`config.mk`:
```
export PLATFORM = sky130hd
export DESIGN_NAME = offchip_mem_arbiter_flat
export DESIGN_NICKNAME = d
export VERILOG_FILES = /design/src/rtl/offchip_mem_arbiter_pkg.sv /design/src/rtl/offchip_mem_arbiter_if.sv /design/src/rtl/offchip_mem_arbiter_arb_picker_2.sv /design/src/rtl/offchip_mem_arbiter.sv /design/src/flat_wrapper.sv
export SDC_FILE = /design/constraint.sdc
export NUM_CORES = 1
export LEC_CHECK = 0
export ABC_AREA = 1
export BUFFER_PORTS_ARGS = -buffer_cell sky130_fd_sc_hd__buf_4
export CAP_MARGIN = 5
export CORE_MARGIN = 2
export CORE_UTILIZATION = 42
export DETAILED_ROUTE_END_ITERATION = 12
export MAX_ROUTING_LAYER = met4
export PLACE_DENSITY = 0.81
export SYNTH_ARGS = -nofsm -noshare
export SYNTH_HDL_FRONTEND = slang
export SYNTH_SLANG_ARGS = --single-unit
```
`constraint.sdc`:
```
create_clock -name clock -period 1.45 [get_ports clock]
set_input_delay 0.29 -clock clock [delete_from_list [all_inputs] [get_ports clock]]
set_output_delay 0.29 -clock clock [all_outputs]
set_load 0.03 [all_outputs]
```
`src/rtl/offchip_mem_arbiter_pkg.sv`:
```
// Shared definitions for the offchip memory read arbiter: FSM states,
// requester port ids and default widths.
package offchip_mem_arbiter_pkg;

  localparam int unsigned ADDR_W_DEF      = 6;
  localparam int unsigned DATA_W_DEF      = 64;
  localparam int unsigned TIMEOUT_CYC_DEF = 255;

  typedef enum logic [1:0] {
    ST_IDLE = 2'd0,
    ST_WAIT = 2'd1,
    ST_RESP = 2'd2
  } arb_state_t;

  typedef enum logic {
    PORT0 = 1'b0,
    PORT1 = 1'b1
  } port_id_t;

endpackage

```
`src/rtl/offchip_mem_arbiter_if.sv`:
```
// Request/response and memory-side signals of the offchip memory arbiter.
// slave: the arbiter's view; master: the requesters plus memory around it.
interface offchip_mem_arbiter_if #(
  parameter int unsigned ADDR_W = 6,
  parameter int unsigned DATA_W = 64
);
  logic              req0_valid;
  logic [ADDR_W-1:0] req0_addr;
  logic              req0_ready;
  logic              req1_valid;
  logic [ADDR_W-1:0] req1_addr;
  logic              req1_ready;
  logic              resp0_valid;
  logic              resp1_valid;
  logic [DATA_W-1:0] resp_data;
  logic              resp_err;
  logic              mem_read_enable;
  logic [ADDR_W-1:0] mem_address;
  logic              mem_data_ready;
  logic [DATA_W-1:0] mem_data_bus;

  modport slave (
    input  req0_valid, req0_addr, req1_valid, req1_addr,
           mem_data_ready, mem_data_bus,
    output req0_ready, req1_ready, resp0_valid, resp1_valid,
           resp_data, resp_err, mem_read_enable, mem_address
  );

  modport master (
    output req0_valid, req0_addr, req1_valid, req1_addr,
           mem_data_ready, mem_data_bus,
    input  req0_ready, req1_ready, resp0_valid, resp1_valid,
           resp_data, resp_err, mem_read_enable, mem_address
  );
endinterface

```
`src/rtl/offchip_mem_arbiter_arb_picker_2.sv`:
```
// Two-way request picker. Build option ARB_ROUND_ROBIN_EN selects
// round-robin between simultaneous requests; otherwise port 0 has fixed
// priority. The last-grant register is the round-robin pointer and also
// tells the top which port owns the transaction in flight.
module arb_picker_2
  import offchip_mem_arbiter_pkg::*;
(
  input  logic     clock,
  input  logic     reset,
  input  logic     valid0,
  input  logic     valid1,
  input  logic     accept,
  output port_id_t grant_id,
  output port_id_t last_grant
);

  // Choose the winner among the currently valid requests
  always_comb begin
    grant_id = PORT0;
    if (valid0 && valid1) begin
`ifdef ARB_ROUND_ROBIN_EN
      if (last_grant == PORT0) grant_id = PORT1;
      else                     grant_id = PORT0;
`else
      grant_id = PORT0;
`endif
    end else if (valid1) begin
      grant_id = PORT1;
    end
  end

  // Remember the port granted last; reset value makes port 0 favoured
  always_ff @(posedge clock or negedge reset) begin
    if (!reset)      last_grant <= PORT1;
    else if (accept) last_grant <= grant_id;
  end

endmodule

```
`src/rtl/offchip_mem_arbiter.sv`:
```
// Shares the single-port offchip memory read channel between an
// instruction-cache miss port (0) and a data-cache miss port (1).
// One read in flight; a watchdog aborts reads that never complete.
// Optional build macro: ARB_ROUND_ROBIN_EN (round-robin arbitration).
module offchip_mem_arbiter
  import offchip_mem_arbiter_pkg::*;
#(
  parameter int unsigned ADDR_W      = ADDR_W_DEF,
  parameter int unsigned DATA_W      = DATA_W_DEF,
  parameter int unsigned TIMEOUT_CYC = TIMEOUT_CYC_DEF
) (
  input logic clock,
  input logic reset,
  offchip_mem_arbiter_if.slave bus
);

  localparam int unsigned WD_W = $clog2(TIMEOUT_CYC + 1);
  // Abort fires in the WAIT cycle that completes TIMEOUT_CYC cycles
  localparam logic [WD_W-1:0] WD_LAST = WD_W'(TIMEOUT_CYC - 1);

  arb_state_t        state;
  logic [ADDR_W-1:0] addr_q;
  logic [WD_W-1:0]   wd_q;
  logic              rd_en_q;
  logic              resp0_q;
  logic              resp1_q;
  logic [DATA_W-1:0] data_q;
  logic              err_q;

  logic              idle_ok;
  logic              accept;
  port_id_t          grant_id;
  port_id_t          last_grant;
  logic [ADDR_W-1:0] sel_addr;

  arb_picker_2 u_picker (
    .clock      (clock),
    .reset      (reset),
    .valid0     (bus.req0_valid),
    .valid1     (bus.req1_valid),
    .accept     (accept),
    .grant_id   (grant_id),
    .last_grant (last_grant)
  );

  // Accept only in IDLE, and never while reset is asserted
  always_comb begin
    idle_ok        = (state == ST_IDLE) && reset;
    accept         = idle_ok && (bus.req0_valid || bus.req1_valid);
    bus.req0_ready = idle_ok && bus.req0_valid && (grant_id == PORT0);
    bus.req1_ready = idle_ok && bus.req1_valid && (grant_id == PORT1);
    sel_addr       = (grant_id == PORT1) ? bus.req1_addr : bus.req0_addr;
  end

  // Transaction FSM with address latch, watchdog and response register
  always_ff @(posedge clock or negedge reset) begin
    if (!reset) begin
      state   <= ST_IDLE;
      addr_q  <= '0;
      wd_q    <= '0;
      rd_en_q <= 1'b0;
      resp0_q <= 1'b0;
      resp1_q <= 1'b0;
      data_q  <= '0;
      err_q   <= 1'b0;
    end else begin
      resp0_q <= 1'b0;
      resp1_q <= 1'b0;
      case (state)
        ST_IDLE: begin
          if (accept) begin
            addr_q  <= sel_addr;
            wd_q    <= '0;
            rd_en_q <= 1'b1;
            state   <= ST_WAIT;
          end
        end
        ST_WAIT: begin
          if (bus.mem_data_ready || (wd_q == WD_LAST)) begin
            // data_ready takes precedence over a coincident timeout
            data_q  <= bus.mem_data_ready ? bus.mem_data_bus : '0;
            err_q   <= !bus.mem_data_ready;
            rd_en_q <= 1'b0;
            resp0_q <= (last_grant == PORT0);
            resp1_q <= (last_grant == PORT1);
            state   <= ST_RESP;
          end else begin
            wd_q <= wd_q + 1'b1;
          end
        end
        ST_RESP: state <= ST_IDLE;
        default: state <= ST_IDLE;
      endcase
    end
  end

  // Registered outputs onto the interface
  always_comb begin
    bus.mem_read_enable = rd_en_q;
    bus.mem_address     = addr_q;
    bus.resp0_valid     = resp0_q;
    bus.resp1_valid     = resp1_q;
    bus.resp_data       = data_q;
    bus.resp_err        = err_q;
  end

endmodule
```
`src/flat_wrapper.sv`:
```
// flat-port wrapper written by rule: the top's interface ports become plain ports
module offchip_mem_arbiter_flat import offchip_mem_arbiter_pkg::*;
#(
  parameter int unsigned ADDR_W      = ADDR_W_DEF,
  parameter int unsigned DATA_W      = DATA_W_DEF,
  parameter int unsigned TIMEOUT_CYC = TIMEOUT_CYC_DEF
)
  (clock, reset, bus_req0_valid, bus_req0_addr, bus_req1_valid, bus_req1_addr, bus_mem_data_ready, bus_mem_data_bus, bus_req0_ready, bus_req1_ready, bus_resp0_valid, bus_resp1_valid, bus_resp_data, bus_resp_err, bus_mem_read_enable, bus_mem_address);
  offchip_mem_arbiter_if #(.ADDR_W(ADDR_W), .DATA_W(DATA_W)) bus_i ();
  input logic clock;
  input logic reset;
  input wire logic [$bits(bus_i.req0_valid)-1:0] bus_req0_valid;
  input wire logic [$bits(bus_i.req0_addr)-1:0] bus_req0_addr;
  input wire logic [$bits(bus_i.req1_valid)-1:0] bus_req1_valid;
  input wire logic [$bits(bus_i.req1_addr)-1:0] bus_req1_addr;
  input wire logic [$bits(bus_i.mem_data_ready)-1:0] bus_mem_data_ready;
  input wire logic [$bits(bus_i.mem_data_bus)-1:0] bus_mem_data_bus;
  output wire logic [$bits(bus_i.req0_ready)-1:0] bus_req0_ready;
  output wire logic [$bits(bus_i.req1_ready)-1:0] bus_req1_ready;
  output wire logic [$bits(bus_i.resp0_valid)-1:0] bus_resp0_valid;
  output wire logic [$bits(bus_i.resp1_valid)-1:0] bus_resp1_valid;
  output wire logic [$bits(bus_i.resp_data)-1:0] bus_resp_data;
  output wire logic [$bits(bus_i.resp_err)-1:0] bus_resp_err;
  output wire logic [$bits(bus_i.mem_read_enable)-1:0] bus_mem_read_enable;
  output wire logic [$bits(bus_i.mem_address)-1:0] bus_mem_address;
  assign bus_i.req0_valid = bus_req0_valid;
  assign bus_i.req0_addr = bus_req0_addr;
  assign bus_i.req1_valid = bus_req1_valid;
  assign bus_i.req1_addr = bus_req1_addr;
  assign bus_i.mem_data_ready = bus_mem_data_ready;
  assign bus_i.mem_data_bus = bus_mem_data_bus;
  assign bus_req0_ready = bus_i.req0_ready;
  assign bus_req1_ready = bus_i.req1_ready;
  assign bus_resp0_valid = bus_i.resp0_valid;
  assign bus_resp1_valid = bus_i.resp1_valid;
  assign bus_resp_data = bus_i.resp_data;
  assign bus_resp_err = bus_i.resp_err;
  assign bus_mem_read_enable = bus_i.mem_read_enable;
  assign bus_mem_address = bus_i.mem_address;
  offchip_mem_arbiter #(.ADDR_W(ADDR_W), .DATA_W(DATA_W), .TIMEOUT_CYC(TIMEOUT_CYC)) u_core (.clock(clock), .reset(reset), .bus(bus_i));
endmodule
```
==> results of run 1 <==
worst register-to-register path, cell delays in order (launching register included):
cell       delay, ns
dfrtp_1         0.41
inv_2           0.09
ha_4            0.13
nand2_2         0.05
nor2_2          0.13
nand2_2         0.10
nand2_4         0.14
nand2_8         0.10
clkbuf_16       0.18
nand2_2         0.06
nand2_1         0.04
registers in the layout, indices dropped and copies added (netlist names):
signal,cells
u_core.bus.mem_address,6
u_core.bus.mem_read_enable,1
u_core.bus.resp0_valid,1
u_core.bus.resp1_valid,1
u_core.bus.resp_data,64
u_core.bus.resp_err,1
u_core.state,2
u_core.u_picker.last_grant,1
u_core.wd_q,8
power by group through the flow:
| stage | clock [mW] | combinational [mW] | sequential (mW) |
|---|---|---|---|
| global placement | 0 | 4.70 | 3.86 |
| detailed placement | 0 | 4.85 | 3.87 |
| finish | 1.46 | 5.56 | 4.05 |
| CTS | 1.49 | 4.92 | 3.86 |
| floorplan | 0 | 0.967 | 5.59 |
| global route | 1.59 | 5.93 | 4.14 |
per-layer routing:
layer  GRT usage, %  up-vias  part of all wire [%]
met3           3.99       21                   5.9
met4           7.25        0                   1.6
li1               -     1599                     -
met2           33.3      128                    51
met5              -        -                     0
met1           26.2     1612                    41
final timing paths:
path                                               start                         end  slack (ns)  depth (start not counted)
worst max-delay path                      u_core.wd_q[0]    u_core.bus.resp_data[13]       -0.10                         10
worst min-delay path                               reset    u_core.bus.resp_data[11]       0.005                          2
worst max register to register            u_core.wd_q[0]    u_core.bus.resp_data[13]       -0.10                         10
worst min register to register  u_core.bus.resp_data[27]    u_core.bus.resp_data[27]        0.48                          2
max in group asynchronous                          reset  u_core.u_picker.last_grant        1.09                          2
min in group clock                  bus_mem_data_bus[43]    u_core.bus.resp_data[43]        0.13                          3
area by class of cell:
| type | instances | area, µm² | share of cell area [%] |
|---|---|---|---|
| Sequential cell | 85 | 2130 | 37.7 |
| Tap cell | 105 | 131 | 2.33 |
| Multi-Input combinational cell | 286 | 1530 | 27.2 |
| Inverter | 22 | 85.1 | 1.51 |
| Timing Repair Buffer | 183 | 1600 | 28.4 |
| Clock buffer | 10 | 128 | 2.26 |
| Clock inverter | 6 | 38.8 | 0.687 |
synthesized netlist by cell type:
master    instances
dfrtp_1          84
inv_2             1
nand2_4           1
o22ai_1           1
o21ai_0          18
nor2_1           17
nand2_1         231
inv_1            21
clkbuf_1          4
xnor2_1           1
dfstp_2           1
buf_2             5
buf_6             3
nor3b_1           1
nor2_2            1
buf_4             4
ha_1              2
xor2_1            1
nand3_1          10
through the flow:
step / setup WS, ns / hold slack [ns] / utilization (%) / power [mW]
after global placement: 0.0627 / 0.378 / 59.4 / 8.56
after floorplan: 0.0554 / -0.00559 / - / 6.56
after detailed placement: -0.0444 / 0.378 / 59.4 / 8.72
after CTS: -0.0409 / 0.0166 / 62.5 / 10.3
after global routing: -0.165 / 0.0394 / 69.8 / 11.7
final: -0.100 / 0.00496 / 69.8 / 11.1
logic make-up after synthesis:
logic type               Yosys count
adder cells (fa/ha/maj)            2
XOR/XNOR                           2
flip-flops                        85
AO/OA/AOI/OAI                     19
AND/OR/NAND/NOR                  261
buffers and inverters             38
repair_timing:
| action | in CTS | in global routing |
|---|---|---|
| setup endpoints to repair | 56 | 77 |
| hold buffers | 0 | 0 |
| setup buffers | 1 | 3 |
| gates resized for setup | 18 | 104 |
| pin swaps | 3 | 19 |
| gates cloned | 1 | 12 |
==> qor.csv, run 1 <==
metric,value,unit
fin_tns_setup,-4.54,ns
switchingPower,4.91,mW
cts_tree,yes,
maxSlewHeadroom,70.1,%
cpPeakStageDelay,0.41,ns
rows,33,
max_slew.worst_pin.slew,0.449,ns
critPathSlowestCell,dfrtp_1,
cts_max_path_buffers,2,
powerDensity,1960,mW/mm²
syn_nets,490,
hpwl,6.37,mm
end_kind,register,
path_class,register to register,
drv_slew,0,
crit_family,simple AND/OR/NAND/NOR gates,
setup_viol_count_final,68,
cts_made_buffers,9,
maxCapViolCount,0,
numPortBuffers,156,
routed_via_density,4.82,
first_pass_iters,4,
clock_sinks,85,
totalWireLength,10.2,mm
core_area,0.00809,mm²
crit_top_cell,nand2_2,
place_inst,664,
fin_crit,1.55,ns
htreeDepth,3,
synth_area_per_cell,8.50,µm²
synthAdderAreaFrac,0.723,%
start_util,42.7,%
io_pins,157,
clkSlewWorstSetupHoldPaths,0.09,ns
grt_max_degree,86,
internal_power,6.16,mW
fin_crit_sh,107,%
status,"finished, violations left",
drive_gt1_share,48.3,%
post-synth-top-area-fraction,60.8,%
clock_skew,0.0113,ns
sequentialPowerShare,36.6,%
gp_congestion,0.878,
grt_pass1_wl,14.0,mm
sw_frac_of_total,44.3,%
syn_to_final_growth,63.3,%
diodes,0,
detailed_place.area,0.00481,mm²
power_leakage,3.03,nW
synth_xor_area_share,0.506,%
seq_area_frac_synth,61.5,%
peakVddDrop,0.00124,V
layout_commonest_cell,buf_4,
antenna_found_initial,0,
fmax,0.645,GHz
hp-class,input pin to asynchronous set/reset pin,
cp_num_buf_inv,2,
synthMuxAreaShare,0,%
synth_compound_area_share,2.78,%
yosys-top-cells-area,"dfrtp_1 61%, nand2_1 25%, o21ai_0 2.6%",
grt_pass1_vias,3040,
clkPwrFrac,13.2,%
synth_cell_types,19,
drc,0,
synth_top_area_cell,dfrtp_1,
wl_per_cell,14.6,µm
violations,setup timing,
synth_top_family_by_area,simple AND/OR/NAND/NOR gates,
synth_area,0.00346,mm²
grt_remaining_overflow,0,
cp-start-kind,register,
synthCells,407,
worstPathRequired,1.68,ns
grt_use_total,20.7,%
clkLatencyLatePin,0.35,ns
synth_warnings,0,
dieArea,0.00898,mm²
fin_area,0.00565,mm²
final_cells,697,
die_y,94.8,µm
rsz0062_at_grt,true,
ys_ff_latch,85,
drtIter0Drc,201,
die_w,94.8,µm
vias,3360,
layout_common_cells,"162 x buf_4, 161 x nand2_1, 84 x dfrtp_1, 47 x nand2_2, 24 x nand2_4",
worstPathMaxFanout,6,
pwr-share-comb,50.2,%
arrival,1.78,ns
fin_ws,-0.100,ns
root_buffer,clkbuf_8,
cp_cell_sequence,inv_2 -> ha_4 -> nand2_2 -> nor2_2 -> nand2_2 -> nand2_4 -> nand2_8 -> clkbuf_16 -> nand2_2 -> nand2_1,
hold_viol,0,
synth-simple-area-share,29.1,%
ant_nets,0,
nets,670,
fill_cells,624,
No activity file was read; power rests on OpenSTA's default activity.
==> run 2: changes to the inputs <==
--- a/config.mk
+++ b/config.mk
@@ -8,11 +8,11 @@
 export ABC_AREA = 1
 export BUFFER_PORTS_ARGS = -buffer_cell sky130_fd_sc_hd__buf_4
 export CAP_MARGIN = 5
-export CORE_MARGIN = 2
+export CORE_MARGIN = 1
 export CORE_UTILIZATION = 42
 export DETAILED_ROUTE_END_ITERATION = 12
 export MAX_ROUTING_LAYER = met4
-export PLACE_DENSITY = 0.81
+export PLACE_DENSITY_LB_ADDON = 0.15
 export SYNTH_ARGS = -nofsm -noshare
 export SYNTH_HDL_FRONTEND = slang
 export SYNTH_SLANG_ARGS = --single-unit
==> qor.csv, run 2 (synthesis results as in run 1) <==
metric,value,unit
status,"finished, violations left",
violations,setup timing,
setup_viol_count_final,9,
layout_common_cells,"226 x nand2_1, 166 x buf_4, 84 x dfrtp_1, 17 x inv_1, 17 x o21ai_0",
wl_per_cell,12.8,µm
drive_gt1_share,35.9,%
path_class,register to output port,
detailed_place.area,0.00482,mm²
grt_use_total,20.9,%
hold_ws,0.0156,ns
cts_tree,yes,
regArea,0.00213,mm²
routed_via_density,4.56,
ant_nets,0,
layout_commonest_cell,nand2_1,
totalWireLength,8.75,mm
grt_pass1_vias,3011,
cts_made_buffers,9,
cp-start-kind,register,
r2r_cells,6,
core_area,0.00785,mm²
power_leakage,2.91,nW
start_util,44.1,%
clock_sinks,85,
fin_tns_setup,-0.0916,ns
hpwl,5.83,mm
power,10.6,mW
hold_viol,0,
maxCapViolCount,0,
fmax,0.678,GHz
vias,3122,
clkLatencyLatePin,0.35,ns
r2r-start,u_core.state[1],
htreeDepth,3,
die_y,92.8,µm
max_slew.worst_pin.slew,0.442,ns
antenna_found_initial,0,
cts_max_path_buffers,2,
rows,32,
fill_cells,655,
largest_reg_flops,64,
clock_skew,0.0122,ns
dieArea,0.00860,mm²
worstPathRequired,1.16,ns
peakVddDrop,0.00115,V
maxSlewHeadroom,70.6,%
r2r-end,u_core.bus.resp_data[4],
syn_to_final_growth,50.3,%
end_kind,output port,
gp_congestion,0.832,
hp-class,input pin to asynchronous set/reset pin,
root_buffer,clkbuf_8,
worstPathMaxFanout,3,
first_pass_iters,4,
die_w,92.8,µm
grt_max_degree,86,
multi_input_area,0.00119,mm²
fin_crit,1.48,ns
grt_remaining_overflow,0,
arrival,1.19,ns
r2r_slack,-0.01,ns
numPortBuffers,156,
fin_ws,-0.0253,ns
io_pins,157,
drc,0,
clkSlewWorstSetupHoldPaths,0.09,ns
fin_crit_sh,102,%
diodes,0,
grt_pass1_wl,13.7,mm
drv_slew,0,
nets,661,
drtIter0Drc,118,
rsz0062_at_grt,true,
fin_area,0.00520,mm²
powerDensity,2050,mW/mm²
[run 2: cell count changes in the layout (fill, tap and decap cells not counted), sizes merged]
cell / previous run / this run
nand2: 234 / 232
clkbuf: 16 / 11
clkinvlp: 2 / 0
buf: 177 / 174
bufinv: 0 / 3
inv: 23 / 22
[run 2: stage by stage]
step / worst slack, ns / util [%] / cells
CTS: -0.0630 / 65.0 / 681
global route: -0.0820 / 66.3 / 684
floorplan: 0.0554 / - / 407
global placement: 0.0850 / 61.4 / 661
detailed placement: 0.0131 / 61.4 / 661
finish: -0.0253 / 66.3 / 684
[run 2: worst max-delay path by stage]
| stage | startpoint | slack, ns | endpoint | depth (start not counted) |
|---|---|---|---|---|
| after floorplan | u_core.wd_q[0] | 0.06 | u_core.bus.resp_data[0] | 11 |
| after global placement | u_core.wd_q[0] | 0.08 | u_core.bus.resp_data[39] | 10 |
| after detailed placement | u_core.wd_q[0] | 0.01 | u_core.bus.resp_data[19] | 10 |
| after CTS | u_core.state[1] | -0.06 | bus_req0_ready | 4 |
| after global routing | u_core.state[0] | -0.08 | bus_req0_ready | 4 |
| final | u_core.state[1] | -0.03 | bus_req1_ready | 4 |
[run 2: layout make-up]
type,count,share of cell area [%]
sequential,85,40.9
timing repair buffer,176,27.5
multi-input combinational,284,23.0
tap,102,2.45
clock buffer,9,2.38
clock inverter,6,2.17
inverter,22,1.59
[run 2: power by group]
| group | internal (mW) | leakage [nW] | total, mW | switching, mW |
|---|---|---|---|---|
| registers | 3.30 | 1.06 | 3.82 | 0.524 |
| clock network | 1.14 | 0.119 | 1.95 | 0.812 |
| logic | 1.81 | 1.73 | 4.87 | 3.06 |
[run 2: repair_timing]
| action | 4_1_cts | 5_1_grt |
|---|---|---|
| setup endpoints to repair | 3 | 74 |
| hold buffers | 0 | 0 |
| gates cloned | 0 | 2 |
| gates resized for setup | 3 | 16 |
| setup buffers | 5 | 1 |
| pin swaps | 2 | 2 |
[run 2: worst max-delay path, cell delays in order (launching register included)]
cell     delay, ns
dfrtp_1       0.42
inv_2         0.08
nand3_4       0.09
nor2_2        0.12
buf_6         0.14
[run 2: routing by layer]
metal | routed length [µm] | vias up | track usage (%)
met5 | 0 | - | -
met4 | 148 | 0 | 7.69
met3 | 527 | 12 | 6.08
met2 | 4340 | 96 | 33.8
met1 | 3730 | 1444 | 24.9
li1 | - | 1570 | -
